## src/rtl/xid_pkg.sv

```systemverilog
// Shared types and constants for the XID packet window feeding the byte-pattern matcher.
// Slot index is {core, thread}; a beat carries its own slot tag and per-beat scan enable.
package xid_pkg;

    localparam int XID_DATA_W = 64;
    localparam int XID_N_SLOT = 8;
    localparam int XID_SLOT_W = 3;

    typedef logic [XID_SLOT_W-1:0] slot_t;

    typedef struct packed {
        logic [XID_DATA_W-1:0] data;
        logic                  sop;
        logic                  eop;
        logic                  core;
        logic [1:0]            thread;
        logic                  scan;
    } beat_t;

    function automatic slot_t slot_idx(input logic core, input logic [1:0] thread);
        return {core, thread};
    endfunction

endpackage

```

## src/rtl/xid_sat_cnt.sv

```systemverilog
// Saturating event counter; sticks at all-ones.
// Latency: count visible the cycle after inc.
// Backpressure: none, counts every cycle inc is high.
module xid_sat_cnt #(
    parameter int CNT_W = 16
) (
    input  logic             clk,
    input  logic             rst_n,
    input  logic             inc,
    output logic [CNT_W-1:0] cnt
);

    always_ff @(posedge clk or negedge rst_n) begin
        if (!rst_n) begin
            cnt <= '0;
        end else if (inc && (cnt != '1)) begin
            cnt <= cnt + 1'b1;
        end
    end

endmodule

```

## src/rtl/xid_pkt_window.sv

```systemverilog
// Per-slot beat window for the XID matcher; reports one hit/no-hit result per packet.
// Latency: accept -> acc_valid 1 cycle, eop accept -> res_valid 2 cycles.
// Backpressure: in_ready follows cfg_enable only; result side never stalls.
module xid_pkt_window
    import xid_pkg::*;
#(
    parameter int DATA_W = XID_DATA_W,
    parameter int N_CORE = 2,
    parameter int N_THR  = 4,
    parameter int CNT_W  = 16
) (
    input  logic                     clk,
    input  logic                     rst_n,
    input  logic                     cfg_enable,
    input  logic                     in_valid,
    output logic                     in_ready,
    input  logic [DATA_W-1:0]        in_data,
    input  logic                     in_sop,
    input  logic                     in_eop,
    input  logic                     in_core,
    input  logic [1:0]               in_thread,
    input  logic                     in_scan,
    output logic [DATA_W-1:0]        acc_curr,
    output logic [DATA_W-1:0]        acc_prev,
    output logic                     acc_match_en,
    output logic                     acc_core,
    output logic [1:0]               acc_thread,
    output logic                     acc_valid,
    input  logic                     acc_match,
    output logic                     res_valid,
    output logic                     res_core,
    output logic [1:0]               res_thread,
    output logic                     res_hit,
    output logic [N_CORE*N_THR-1:0]  hit_flags,
    input  logic [N_CORE*N_THR-1:0]  hit_clr,
    output logic [CNT_W-1:0]         pkt_cnt,
    output logic [CNT_W-1:0]         hit_cnt,
    output logic                     err_orphan,
    output logic                     err_resop
);

    localparam int N_SLOT = N_CORE * N_THR;

    logic [DATA_W-1:0] prev_word [N_SLOT];
    logic [N_SLOT-1:0] in_pkt;
    logic [N_SLOT-1:0] pkt_hit;

    beat_t             in_beat;
    slot_t             in_slot;
    logic              accept;
    logic              orphan;
    logic              take;

    beat_t             acc_q;
    logic [DATA_W-1:0] acc_prev_q;
    logic              acc_vld_q;

    assign in_ready = cfg_enable;
    assign in_beat  = '{data: in_data, sop: in_sop, eop: in_eop,
                        core: in_core, thread: in_thread, scan: in_scan};
    assign in_slot  = slot_idx(in_core, in_thread);
    assign accept   = in_valid & cfg_enable;
    assign orphan   = accept & ~in_sop & ~in_pkt[in_slot];
    assign take     = accept & ~orphan;

    // Stage 1: slot context lookup/update and register toward the matcher.
    // prev_word is written on the accept edge, so a following beat of the
    // same slot already reads the new word without extra bypass.
    always_ff @(posedge clk or negedge rst_n) begin
        if (!rst_n) begin
            for (int i = 0; i < N_SLOT; i++) begin
                prev_word[i] <= '0;
            end
            in_pkt     <= '0;
            acc_q      <= '0;
            acc_prev_q <= '0;
            acc_vld_q  <= 1'b0;
            err_orphan <= 1'b0;
            err_resop  <= 1'b0;
        end else begin
            acc_vld_q  <= take;
            err_orphan <= orphan;
            err_resop  <= take & in_sop & in_pkt[in_slot];
            if (take) begin
                acc_q              <= in_beat;
                acc_prev_q         <= in_sop ? '0 : prev_word[in_slot];
                prev_word[in_slot] <= in_data;
                in_pkt[in_slot]    <= ~in_eop;
            end
        end
    end

    assign acc_curr     = acc_q.data;
    assign acc_prev     = acc_prev_q;
    assign acc_core     = acc_q.core;
    assign acc_thread   = acc_q.thread;
    assign acc_valid    = acc_vld_q;
    assign acc_match_en = acc_vld_q & acc_q.scan;

    // Stage 2: fold the matcher result into the packet and emit on eop.
    slot_t             acc_slot;
    logic              hit;
    logic              pkt_res;
    logic              done;
    logic [N_SLOT-1:0] hit_vec;

    assign acc_slot = slot_idx(acc_q.core, acc_q.thread);
    assign hit      = acc_match & acc_match_en;
    // An sop beat starts fresh, which also discards an abandoned packet's hit.
    assign pkt_res  = (~acc_q.sop & pkt_hit[acc_slot]) | hit;
    assign done     = acc_vld_q & acc_q.eop;

    always_comb begin
        hit_vec           = '0;
        hit_vec[acc_slot] = hit;
    end

    always_ff @(posedge clk or negedge rst_n) begin
        if (!rst_n) begin
            pkt_hit    <= '0;
            res_valid  <= 1'b0;
            res_core   <= 1'b0;
            res_thread <= '0;
            res_hit    <= 1'b0;
            hit_flags  <= '0;
        end else begin
            res_valid <= done;
            hit_flags <= (hit_flags & ~hit_clr) | hit_vec;
            if (acc_vld_q) begin
                pkt_hit[acc_slot] <= acc_q.eop ? 1'b0 : pkt_res;
            end
            if (done) begin
                res_core   <= acc_q.core;
                res_thread <= acc_q.thread;
                res_hit    <= pkt_res;
            end
        end
    end

    xid_sat_cnt #(.CNT_W(CNT_W)) u_pkt_cnt (
        .clk   (clk),
        .rst_n (rst_n),
        .inc   (done),
        .cnt   (pkt_cnt)
    );

    xid_sat_cnt #(.CNT_W(CNT_W)) u_hit_cnt (
        .clk   (clk),
        .rst_n (rst_n),
        .inc   (done & pkt_res),
        .cnt   (hit_cnt)
    );

endmodule
```

## config.mk

```make
export PLATFORM = sky130hd
export DESIGN_NAME = xid_pkt_window
export DESIGN_NICKNAME = d
export VERILOG_FILES = /design/src/rtl/xid_pkg.sv /design/src/rtl/xid_sat_cnt.sv /design/src/rtl/xid_pkt_window.sv
export SDC_FILE = /design/constraint.sdc
export NUM_CORES = 1
export LEC_CHECK = 0
export BUFFER_PORTS_ARGS = -buffer_cell sky130_fd_sc_hd__buf_2
export CORE_ASPECT_RATIO = 0.7
export CORE_MARGIN = 8
export CORE_UTILIZATION = 45
export DETAILED_ROUTE_END_ITERATION = 12
export GPL_TIMING_DRIVEN = 0
export PLACE_DENSITY_LB_ADDON = 0.3
export SYNTH_ARGS = -nofsm -noshare
export SYNTH_HDL_FRONTEND = slang
export SYNTH_SLANG_ARGS = --single-unit
```

## constraint.sdc

```tcl
create_clock -name clk -period 2.65 [get_ports clk]
set_input_delay 0 -clock clk [delete_from_list [all_inputs] [get_ports clk]]
set_output_delay 0 -clock clk [all_outputs]
set_load 0.05 [all_outputs]
```

==> impl_metrics.tcl <==
set metrics [dict create \
    status "finished clean" \
    synthCells 2019 \
    peakVddDrop_mv 0.452 \
    die_h_um 236 \
    grtUsageTotal 0.197 \
    synth_nets 2104 \
    slew_viol_final 0 \
    grt_pass1_wl_mm 120 \
    yosys.area.top_type_share 0.571 \
    cts.reportedPaths.clkPinSlew_ps 60 \
    synthToLayoutAreaGrowth_pct 19.5 \
    synth_top_area_cell "dfrtp_1" \
    clock-sinks 710 \
    final_nets 2536 \
    skew_ps 20.2 \
    setup_viol 0 \
    first_pass_iters 5 \
    hold_class "primary input to flop" \
    max_stage_delay_ps 640 \
    worstHoldPathCells 4 \
    synthAdderAreaFrac 0.000804 \
    arrival_ps 2990 \
    multi_input_comb_area_mm2 0.0121 \
    core_mm2 0.0683 \
    crit_path_max_fanout 10 \
    die_x_um 330 \
    die_area_mm2 0.0780 \
    netlist_area_mm2 0.0311 \
    reg2reg_slack_ps 150 \
    rsz0062_at_grt "no" \
    fill_cells 5473 \
    num_rows 80 \
    path_buf_inv 2 \
    cts_made_buffers 73 \
    fmax_mhz 400 \
    grt_max_degree 129 \
    wl_per_cell_um 22.5 \
    synth-xor-area-share 0.00844 \
    power.density_mw_per_mm2 884 \
    crit_path_end_kind "flop" \
    clock_path_buffers 3 \
    port_buffers 262 \
    synth_compound_area_frac 0.0251 \
    drt_iter0_markers 984 \
    routed_wl_mm 76.9 \
    ys_warn_count 0 \
    hold_end "acc_core" \
    grt_pass1_vias 20300 \
    dp_hpwl_mm 51.8 \
    clockRootBuffer "clkbuf_16" \
    gp_congestion 0.786 \
    yosysSeqAreaShare 0.571 \
    ff2ff_path_depth 4 \
    path_class "flop to flop" \
    slew_headroom 0.322 \
    crit_family "buffers and inverters" \
    drive_above_1_share 0.501 \
    hold_start "in_core" \
    cts_max_level 3 \
    required_ps 3130 \
    synthTopCellsByArea "dfrtp_1, mux2_2, mux4_2" \
    crit_chain "o2111ai_1 -> clkbuf_1 -> buf_2 -> mux2_2" \
    io_pins 264 \
    grt_overflow 0 \
    slowest_stage "clkbuf_1" \
    synthMuxAreaShare 0.330 \
    hold_ws_ps 58.2 \
    reg2reg_to "prev_word[102]" \
    viasPerCell 5.49 \
    initial_core_util 0.456 \
    finalCritPeriodShare 0.945 \
    synth_top_family_by_area "multiplexers" \
    cts_tree "built" \
    drv_cap 0 \
    clk_latency_ps 620 \
    post-route-drc-count 0 \
    vias 18700 \
    worstSetupStartpointType "flop" \
    synth-simple-area-share 0.0247 \
    min_period_ps 2500 \
    antenna_found_initial 6 \
    synth.distinct_cells 44 \
    crit-reg2reg-launch "in_pkt[6]" \
    avgSynthCellArea_um2 15.4 \
    ant_nets 0 \
    power_mw 32.9 \
    hold_violations 0 \
    ys_ff_latch 710 \
    tightest_slew_ps 1020 \
    leakage_nw 17.3 \
    ff_latch_area_mm2 0.0178 \
]
[tightest hold or removal path, cell delays in order]
cell and delay (ps):
buf_2 110, buf_6 130, inv_1 170, o21ai_0 170
[final cells by class]
| type | count | area share |
|---|---|---|
| Sequential cell | 710 | 0.477 |
| Multi-Input combinational cell | 1098 | 0.326 |
| Timing Repair Buffer | 357 | 0.0644 |
| Clock buffer | 109 | 0.0581 |
| Buffer | 200 | 0.0326 |
| Tap cell | 902 | 0.0303 |
| Clock inverter | 24 | 0.0102 |
| Inverter | 11 | 0.00111 |
| Antenna cell | 2 | 0.000135 |
[worst max path at each step]
stage                                  from                 to  slack, ps  depth (start not counted)
after floorplan           u_pkt_cnt.cnt[11]  u_pkt_cnt.cnt[13]        510                          5
after global placement                rst_n       acc_curr[38]     -12740                          1
after detailed placement          in_pkt[0]     prev_word[469]       -200                          4
after CTS                         in_pkt[1]     prev_word[442]         10                          4
after global routing              in_pkt[0]       acc_prev[24]         70                          7
final                             in_pkt[6]     prev_word[102]        150                          4
[placed cells by master, fill, tap and decap left out, types with 6 or more instances in the layout]
cell type	n
nor3_1	7
nand2b_1	6
clkbuf_2	7
o22ai_1	6
clkbuf_8	18
clkbuf_16	74
buf_16	7
mux2_2	591
buf_6	17
o21ai_0	16
clkbuf_1	73
o2111ai_1	6
nand3_1	14
mux2i_1	68
buf_2	309
xnor2_1	27
nand2_1	96
inv_1	10
clkinv_2	6
nand4_1	16
nor2_1	11
dfrtp_1	710
bufinv_16	8
mux4_2	130
buf_4	71
dlygate4sd3_1	88
o31ai_1	64
[per-stage QoR]
stage | setup WS (ps) | cell area [µm²] | TNS, ps | std cells | util
2_1_floorplan | 514 | 31100 | 0 | 2019 | -
4_1_cts | 11.3 | 37200 | 0 | 3411 | 0.545
3_3_place_gp | -12740 | 33600 | -8982290 | 3183 | 0.492
6_report | 147 | 37200 | 0 | 3413 | 0.545
3_5_place_dp | -196 | 33700 | -1670 | 3189 | 0.494
5_1_grt | 74.8 | 37200 | 0 | 3411 | 0.545
[synthesized netlist by cell type, drive strengths merged]
master / count
a2111oi: 1
a211oi: 1
a21bo: 1
a21oi: 2
and2: 2
and3: 2
and4: 1
buf: 137
clkbuf: 63
dfrtp: 710
ha: 2
inv: 11
mux2: 592
mux2i: 68
mux4: 130
nand2: 96
nand2b: 6
nand3: 14
nand4: 16
nand4b: 2
nor2: 11
nor2b: 2
nor3: 7
nor3b: 2
nor4: 2
o2111ai: 6
o21a: 1
o21ai: 17
o221ai: 1
o22a: 1
o22ai: 6
o31ai: 64
o32ai: 2
o41ai: 5
or2: 3
or4: 2
xnor2: 27
xor2: 3
[report_power, final]
group          internal (mW)  switching [mW]
Combinational           3.51            4.20
Sequential              13.2            1.20
Clock                   6.47            4.33
Total                   23.2            9.73
[cells by family after synthesis]
group	after synthesis
flip-flops	710
multiplexers	790
AO/OA/AOI/OAI	108
adder cells (fa/ha/maj)	2
XOR/XNOR	30
buffers and inverters	211
AND/OR/NAND/NOR	168
[timing repair]
| action | 4_1_cts | 5_1_grt |
|---|---|---|
| cloned | 0 | 0 |
| hold buffers | 89 | 0 |
| endpoints found under the setup margin | 16 | 70 |
| endpoints found under the hold margin | 867 | 0 |
| resized for setup | 2 | 10 |
| buffers inserted | 0 | 0 |
[registers in the layout, summed over array words and instances (netlist names), 2 cells and up]
register,cells
acc_curr,64
pkt_hit,8
acc_q,3
acc_thread,2
res_thread,2
hit_flags,8
prev_word,512
u_hit_cnt.cnt,16
u_pkt_cnt.cnt,16
acc_prev,64
in_pkt,8
[metal layers]
| layer | global-route usage | wire length, µm | vias up |
|---|---|---|---|
| met5 | 0 | 44 | - |
| met4 | 0.0501 | 1630 | 6 |
| met3 | 0.0560 | 4990 | 115 |
| met2 | 0.304 | 35400 | 432 |
| met1 | 0.273 | 34800 | 9897 |
| li1 | - | - | 8274 |
No activity file was read; power rests on OpenSTA's default activity.
